`src/rtl/mem_access_stage.sv`:
```
// MEM pipeline stage: issues byte/half/word loads and stores on a handshaked data
// memory port, extends load data and stalls upstream while an access is in flight.
module mem_access_stage #(
    parameter int unsigned ADDR_W = 32,
    parameter int unsigned DATA_W = 32
) (
    input  logic              clk,
    input  logic              rst_n,
    input  logic              inValid,
    input  logic              inMemRead,
    input  logic              inMemWrite,
    input  logic [1:0]        inMemSize,
    input  logic              inLoadSigned,
    input  logic [ADDR_W-1:0] inAluResult,
    input  logic [DATA_W-1:0] inStoreData,
    input  logic [4:0]        inMuxRtRd,
    input  logic              inRegWrite,
    input  logic [1:0]        inMemtoReg,
    output logic              dmemReq,
    output logic              dmemWe,
    output logic [ADDR_W-1:0] dmemAddr,
    output logic [DATA_W-1:0] dmemWdata,
    output logic [3:0]        dmemByteEn,
    input  logic [DATA_W-1:0] dmemRdata,
    input  logic              dmemAck,
    output logic              outStall,
    output logic              outValid,
    output logic [DATA_W-1:0] outLoadWordDividerMEM,
    output logic [31:0]       outAluLatch,
    output logic [4:0]        outMuxRtRd,
    output logic              outRegWrite,
    output logic [1:0]        outMemtoReg,
    output logic              outMisaligned
);

    localparam int unsigned BE_W  = DATA_W / 8;
    localparam int unsigned REG_W = 5;
    localparam int unsigned M2R_W = 2;

    typedef enum logic [0:0] {IDLE, ACCESS} state_t;

    state_t state_q, state_d;

    // Request fields captured when an access is launched
    logic              req_we_q, req_we_d;
    logic [ADDR_W-1:0] req_addr_q, req_addr_d;
    logic [1:0]        req_size_q, req_size_d;
    logic              req_signed_q, req_signed_d;
    logic [DATA_W-1:0] req_wdata_q, req_wdata_d;
    logic [BE_W-1:0]   req_be_q, req_be_d;
    logic [REG_W-1:0]  req_rd_q, req_rd_d;
    logic              req_rw_q, req_rw_d;
    logic [M2R_W-1:0]  req_m2r_q, req_m2r_d;

    logic              out_valid_q, out_valid_d;
    logic [DATA_W-1:0] out_load_q, out_load_d;
    logic [31:0]       out_alu_q, out_alu_d;
    logic [REG_W-1:0]  out_rd_q, out_rd_d;
    logic              out_rw_q, out_rw_d;
    logic [M2R_W-1:0]  out_m2r_q, out_m2r_d;
    logic              out_mis_q, out_mis_d;

    logic              is_mem_c;
    logic              mis_c;
    logic              start_c;
    logic              stall_c;
    logic [BE_W-1:0]   st_be_c;
    logic [DATA_W-1:0] st_wdata_c;
    logic [7:0]        ld_byte_c;
    logic [15:0]       ld_half_c;
    logic [DATA_W-1:0] ld_ext_c;

    // Alignment check and little-endian store lane placement from the incoming op
    always_comb begin
        is_mem_c   = inValid & (inMemRead | inMemWrite);
        mis_c      = 1'b0;
        st_be_c    = '1;
        st_wdata_c = inStoreData;
        case (inMemSize)
            2'b00: begin
                st_be_c    = BE_W'(1) << inAluResult[1:0];
                st_wdata_c = {4{inStoreData[7:0]}};
            end
            2'b01: begin
                mis_c      = is_mem_c & inAluResult[0];
                st_be_c    = inAluResult[1] ? 4'b1100 : 4'b0011;
                st_wdata_c = {2{inStoreData[15:0]}};
            end
            default: begin
                mis_c = is_mem_c & (|inAluResult[1:0]);
            end
        endcase
        start_c = is_mem_c & ~mis_c;
    end

    // Lane select and extension of returned read data
    always_comb begin
        case (req_addr_q[1:0])
            2'b00:   ld_byte_c = dmemRdata[7:0];
            2'b01:   ld_byte_c = dmemRdata[15:8];
            2'b10:   ld_byte_c = dmemRdata[23:16];
            default: ld_byte_c = dmemRdata[31:24];
        endcase
        ld_half_c = req_addr_q[1] ? dmemRdata[31:16] : dmemRdata[15:0];
        case (req_size_q)
            2'b00:   ld_ext_c = req_signed_q ? {{24{ld_byte_c[7]}}, ld_byte_c} : {24'b0, ld_byte_c};
            2'b01:   ld_ext_c = req_signed_q ? {{16{ld_half_c[15]}}, ld_half_c} : {16'b0, ld_half_c};
            default: ld_ext_c = dmemRdata;
        endcase
    end

    always_comb begin
        state_d      = state_q;
        stall_c      = 1'b0;
        req_we_d     = req_we_q;
        req_addr_d   = req_addr_q;
        req_size_d   = req_size_q;
        req_signed_d = req_signed_q;
        req_wdata_d  = req_wdata_q;
        req_be_d     = req_be_q;
        req_rd_d     = req_rd_q;
        req_rw_d     = req_rw_q;
        req_m2r_d    = req_m2r_q;
        out_valid_d  = out_valid_q;
        out_load_d   = out_load_q;
        out_alu_d    = out_alu_q;
        out_rd_d     = out_rd_q;
        out_rw_d     = out_rw_q;
        out_m2r_d    = out_m2r_q;
        out_mis_d    = out_mis_q;

        case (state_q)
            IDLE: begin
                if (start_c) begin
                    stall_c      = 1'b1;
                    state_d      = ACCESS;
                    req_we_d     = inMemWrite;
                    req_addr_d   = inAluResult;
                    req_size_d   = inMemSize;
                    req_signed_d = inLoadSigned;
                    req_wdata_d  = st_wdata_c;
                    req_be_d     = st_be_c;
                    req_rd_d     = inMuxRtRd;
                    req_rw_d     = inRegWrite;
                    req_m2r_d    = inMemtoReg;
                    out_valid_d  = 1'b0;
                end else begin
                    out_valid_d = inValid;
                    out_load_d  = '0;
                    out_alu_d   = 32'(inAluResult);
                    out_rd_d    = inMuxRtRd;
                    out_rw_d    = inValid & inRegWrite & ~mis_c;
                    out_m2r_d   = inMemtoReg;
                    out_mis_d   = mis_c;
                end
            end
            ACCESS: begin
                stall_c = ~dmemAck;
                if (dmemAck) begin
                    state_d     = IDLE;
                    out_valid_d = 1'b1;
                    out_load_d  = req_we_q ? '0 : ld_ext_c;
                    out_alu_d   = 32'(req_addr_q);
                    out_rd_d    = req_rd_q;
                    out_rw_d    = req_rw_q;
                    out_m2r_d   = req_m2r_q;
                    out_mis_d   = 1'b0;
                end else begin
                    out_valid_d = 1'b0;
                end
            end
            default: state_d = IDLE;
        endcase
    end

    always_ff @(posedge clk or negedge rst_n) begin
        if (!rst_n) begin
            state_q      <= IDLE;
            req_we_q     <= 1'b0;
            req_addr_q   <= '0;
            req_size_q   <= '0;
            req_signed_q <= 1'b0;
            req_wdata_q  <= '0;
            req_be_q     <= '0;
            req_rd_q     <= '0;
            req_rw_q     <= 1'b0;
            req_m2r_q    <= '0;
            out_valid_q  <= 1'b0;
            out_load_q   <= '0;
            out_alu_q    <= '0;
            out_rd_q     <= '0;
            out_rw_q     <= 1'b0;
            out_m2r_q    <= '0;
            out_mis_q    <= 1'b0;
        end else begin
            state_q      <= state_d;
            req_we_q     <= req_we_d;
            req_addr_q   <= req_addr_d;
            req_size_q   <= req_size_d;
            req_signed_q <= req_signed_d;
            req_wdata_q  <= req_wdata_d;
            req_be_q     <= req_be_d;
            req_rd_q     <= req_rd_d;
            req_rw_q     <= req_rw_d;
            req_m2r_q    <= req_m2r_d;
            out_valid_q  <= out_valid_d;
            out_load_q   <= out_load_d;
            out_alu_q    <= out_alu_d;
            out_rd_q     <= out_rd_d;
            out_rw_q     <= out_rw_d;
            out_m2r_q    <= out_m2r_d;
            out_mis_q    <= out_mis_d;
        end
    end

    // Stall is combinational so upstream holds in the same cycle; forced low in reset
    assign outStall   = rst_n & stall_c;
    assign dmemReq    = (state_q == ACCESS);
    assign dmemWe     = req_we_q;
    assign dmemAddr   = {req_addr_q[ADDR_W-1:2], 2'b00};
    assign dmemWdata  = req_wdata_q;
    assign dmemByteEn = req_be_q;

    assign outValid              = out_valid_q;
    assign outLoadWordDividerMEM = out_load_q;
    assign outAluLatch           = out_alu_q;
    assign outMuxRtRd            = out_rd_q;
    assign outRegWrite           = out_rw_q;
    assign outMemtoReg           = out_m2r_q;
    assign outMisaligned         = out_mis_q;

endmodule

```
`config.mk`:
```
export PLATFORM = sky130hd
export DESIGN_NAME = mem_access_stage
export DESIGN_NICKNAME = d
export VERILOG_FILES = /design/src/rtl/mem_access_stage.sv
export SDC_FILE = /design/constraint.sdc
export NUM_CORES = 1
export LEC_CHECK = 0
export BUFFER_PORTS_ARGS = -buffer_cell sky130_fd_sc_hd__buf_2
export CAP_MARGIN = 20
export CORE_ASPECT_RATIO = 1.2
export CORE_UTILIZATION = 55
export CTS_BUF_LIST = sky130_fd_sc_hd__clkbuf_8
export DETAILED_ROUTE_END_ITERATION = 7
export GPL_ROUTABILITY_DRIVEN = 1
export PLACE_DENSITY = 0.94
export SYNTH_ARGS = -nofsm -noshare
export SYNTH_HDL_FRONTEND = slang
export SYNTH_SLANG_ARGS = --single-unit
```
`constraint.sdc`:
```
create_clock -name clk -period 4.5 [get_ports clk]
set_clock_uncertainty 0.15 [all_clocks]
set_input_delay 0.9 -clock clk [delete_from_list [all_inputs] [get_ports clk]]
set_output_delay 0.9 -clock clk [all_outputs]
set_load 0.01 [all_outputs]
```
==> summary.txt <==
Cells and area
  • Syn-to-layout area delta: 21.2%
  • Antenna Cells: 0
  • Fin cells: 1,045
  • Share of cells above drive strength 1: 0.388
  • Final net count: 982
  • Filler cell count: 964

STA
  • Final Slew Violations: 0
  • Unrepaired setup endpoints after global routing: no
  • Worst Tran Pin Value: 1.02 ns
  • Worst hold slack: 0.213 ns
  • Final period util: 0.725
  • Setup-failing EPs final: 0
  • Rel. slew slack: 0.317
  • Final worst path period need: 3.26 ns
  • Post-Route Setup TNS: 0 ns
  • Fmax: 307 MHz
  • Final hold viol count: 0

Logic synthesis
  • Mapped cell area: 0.00727 mm^2
  • Register area share after synthesis: 0.533
  • Avg Cell Area, Syn: 11.0 um^2
  • Synthesized instance count: 659
  • Post-synthesis cell type count: 44
  • Most used flip-flop cell after synthesis: dfrtp_1
  • Synthesized-area fraction occupied by adder cells: 0
  • Compound-cell area share of the yosys netlist: 0.119
  • Synth Area in Simple Gates: 0.0922
  • Largest family of logic cells by synthesized area: multiplexers
  • Post-synthesis xor/xnor area fraction: 0
  • Number of enable flip-flop cells after synthesis: 0
  • YS warnings: 0
  • FF+latch count, synth: 155
  • Synth async-reset ratio: 1.00
  • Mux cell area share after synthesis: 0.188

Clocking
  • Clock root buffer: clkbuf_8
  • # clock sinks: 155
  • TritonCTS clock tree: done
  • Worst-case clock buffer depth: 2
  • Clk Latency, worst-skew pair: 0.45 ns
  • Clock slew at reported path FFs: 0.08 ns
  • Number of H-tree levels: 4
  • Post-CTS Resized: 0
  • Cts hold-fix bufs: 0
  • CTS buffer count: 17
  • Post-CTS setup buffer count: 0

Detailed routing
  • Routed WL per cell: 17.1 um
  • Drt first-iter violations: 370
  • Via density per instance: 5.56
  • DR DRC count: 0
  • Detailed Route WL: 17,900 um
  • Vias: 5,807
  • Antenna Nets Post-Route: 0
  • Drt pass-1 iters: 5

Critical path
  • CP Launch Type: input pin
  • CP max stage cell: buf_2
  • CP endpoint kind: output port
  • CP top delay family: buffers and inverters
  • Crit-path cells: buf_2 > o21a_1 > o41ai_4 > and2_1 > buf_2
  • R2R cell count: 4
  • Largest stage delay, worst path: 0.51 ns
  • Most frequent CP cell: buf_2
  • Worst reg2reg setup slack: 1.79 ns
  • CP arrival: 2.21 ns
  • Critical Path RT: 3.45 ns
  • Max Fanout on Critical Path: 34
  • Critical path class: in -> out
  • Worst path bufs/invs: 2
  • Worst R2R End: outAluLatch[17]$_DFFE_PN0P_
  • Worst R2R Start: dmemReq$_DFF_PN0_
  • Worst Setup SP: inMemSize[1]

Die
  • Die X: 107 um
  • Die Area: 0.0137 mm^2
  • Ports: 258
  • Initial Utilization: 0.569
  • Die H: 128 um
  • Core ar.: 0.0128 mm^2
  • Core Rows: 45

Global routing
  • Initial antenna violation count: 1
  • Grt total ovfl: 0
  • Vias in the first global route: 5,835
  • Gr usage total: 0.274
  • Largest net degree at the start of global routing: 114
  • First-pass GRT wire length: 28,800 um

Power and ir drop
  • Max VDD drop: 0.000242 V
  • PD cells: 468 mW/mm^2
  • Total chip power: 4.12 mW
  • Leak: 4.39 nW

Place
  • Post-DP HPWL: 12,900 um
  • Gpl congestion: 0.877
  • IO buf count: 255
  • Placed instance count: 1,012

Outcome
  • Outcome: completed

Hold path
  • HP Class: in -> async

Flow run
  • Max-cap violation count: 0
## stage by stage
step	setup slack, ns	utilization	cell area [um^2]
6_report	1.24	0.690	8810
5_1_grt	1.16	0.690	8810
4_1_cts	1.24	0.688	8800
3_5_place_dp	1.19	0.655	8370
3_3_place_gp	1.27	0.655	8370
2_1_floorplan	1.35	-	7280
## sequential cells by signal (all words and copies together), names as in the netlist, 4 cells and up
signal / count
dmemWdata: 32
outMuxRtRd: 5
req_rd_q: 5
outLoadWordDividerMEM: 32
outAluLatch: 32
req_addr_q: 32
dmemByteEn: 4
## cells by family after synthesis
family | count (synthesis)
simple gates | 157
compound gates | 136
flops | 155
other cells | 1
mux | 128
buf+inv | 82
## cell usage after synthesis (2+ instances only)
cell type / number / area share
dfrtp_1: 155 / 0.53
a22o_1: 2 / 0.0024
o221ai_1: 8 / 0.0096
o31ai_1: 7 / 0.0072
o21ai_0: 51 / 0.035
buf_1: 2 / 0.0010
a311oi_1: 6 / 0.0072
mux2i_1: 70 / 0.096
a221oi_1: 2 / 0.0024
clkbuf_1: 16 / 0.0083
o21a_1: 2 / 0.0021
o22ai_1: 3 / 0.0026
a22oi_1: 16 / 0.017
nand2_1: 100 / 0.052
inv_1: 7 / 0.0036
nand3b_1: 7 / 0.0072
and2_1: 3 / 0.0026
nor2_1: 29 / 0.015
mux2_1: 16 / 0.025
or2_2: 3 / 0.0026
buf_2: 11 / 0.0076
or3_1: 2 / 0.0017
nor3_1: 3 / 0.0021
nand2b_1: 4 / 0.0034
buf_4: 45 / 0.046
nor2b_1: 3 / 0.0026
mux2_2: 41 / 0.063
a21oi_1: 24 / 0.017
o21ai_1: 6 / 0.0041
## cell usage in the layout, fill, tap and decap left out, drive strengths merged, types with 4 or more instances in the layout
cell type,count
a311oi,6
o21ai,57
nand2b,4
clkbuf,23
a21oi,24
a22oi,16
mux2i,70
o221ai,8
inv,11
nor2,30
buf,264
nand2,100
mux2,57
o31ai,7
nand3b,7
dfrtp,155
## final cells by class
class | count | area, um^2 | share of cell area
inverters | 8 | 30.0 | 0.00341
clock buffers | 23 | 317 | 0.0359
multi-input cells | 423 | 2920 | 0.331
clock inverters | 8 | 115 | 0.0131
repair buffers | 264 | 1350 | 0.153
well taps | 164 | 205 | 0.0233
flip-flops and latches | 155 | 3880 | 0.440
## report_power, final
part	leakage [nW]	switching, mW	internal (mW)
logic	2.27	0.613	0.495
clock network	0.232	0.491	0.630
registers	1.89	0.202	1.69
## layer usage
layer | up-vias | GRT usage | wire (um)
li1 | 2704 | - | -
met1 | 2809 | 0.335 | 7190
met2 | 253 | 0.456 | 9000
met3 | 39 | 0.0732 | 1170
met4 | 2 | 0.119 | 517
met5 | - | 0 | 13
## worst max path at each step
| stage | to | cells after the start |
|---|---|---|
| global placement | outLoadWordDividerMEM[27]$_DFFE_PN0P_ | 6 |
| global route | outStall | 5 |
| finish | outStall | 5 |
| detailed placement | outAluLatch[19]$_DFFE_PN0P_ | 5 |
| CTS | outStall | 5 |
| floorplan | outStall | 5 |
Note: power is estimated with default switching activity, not from simulation.
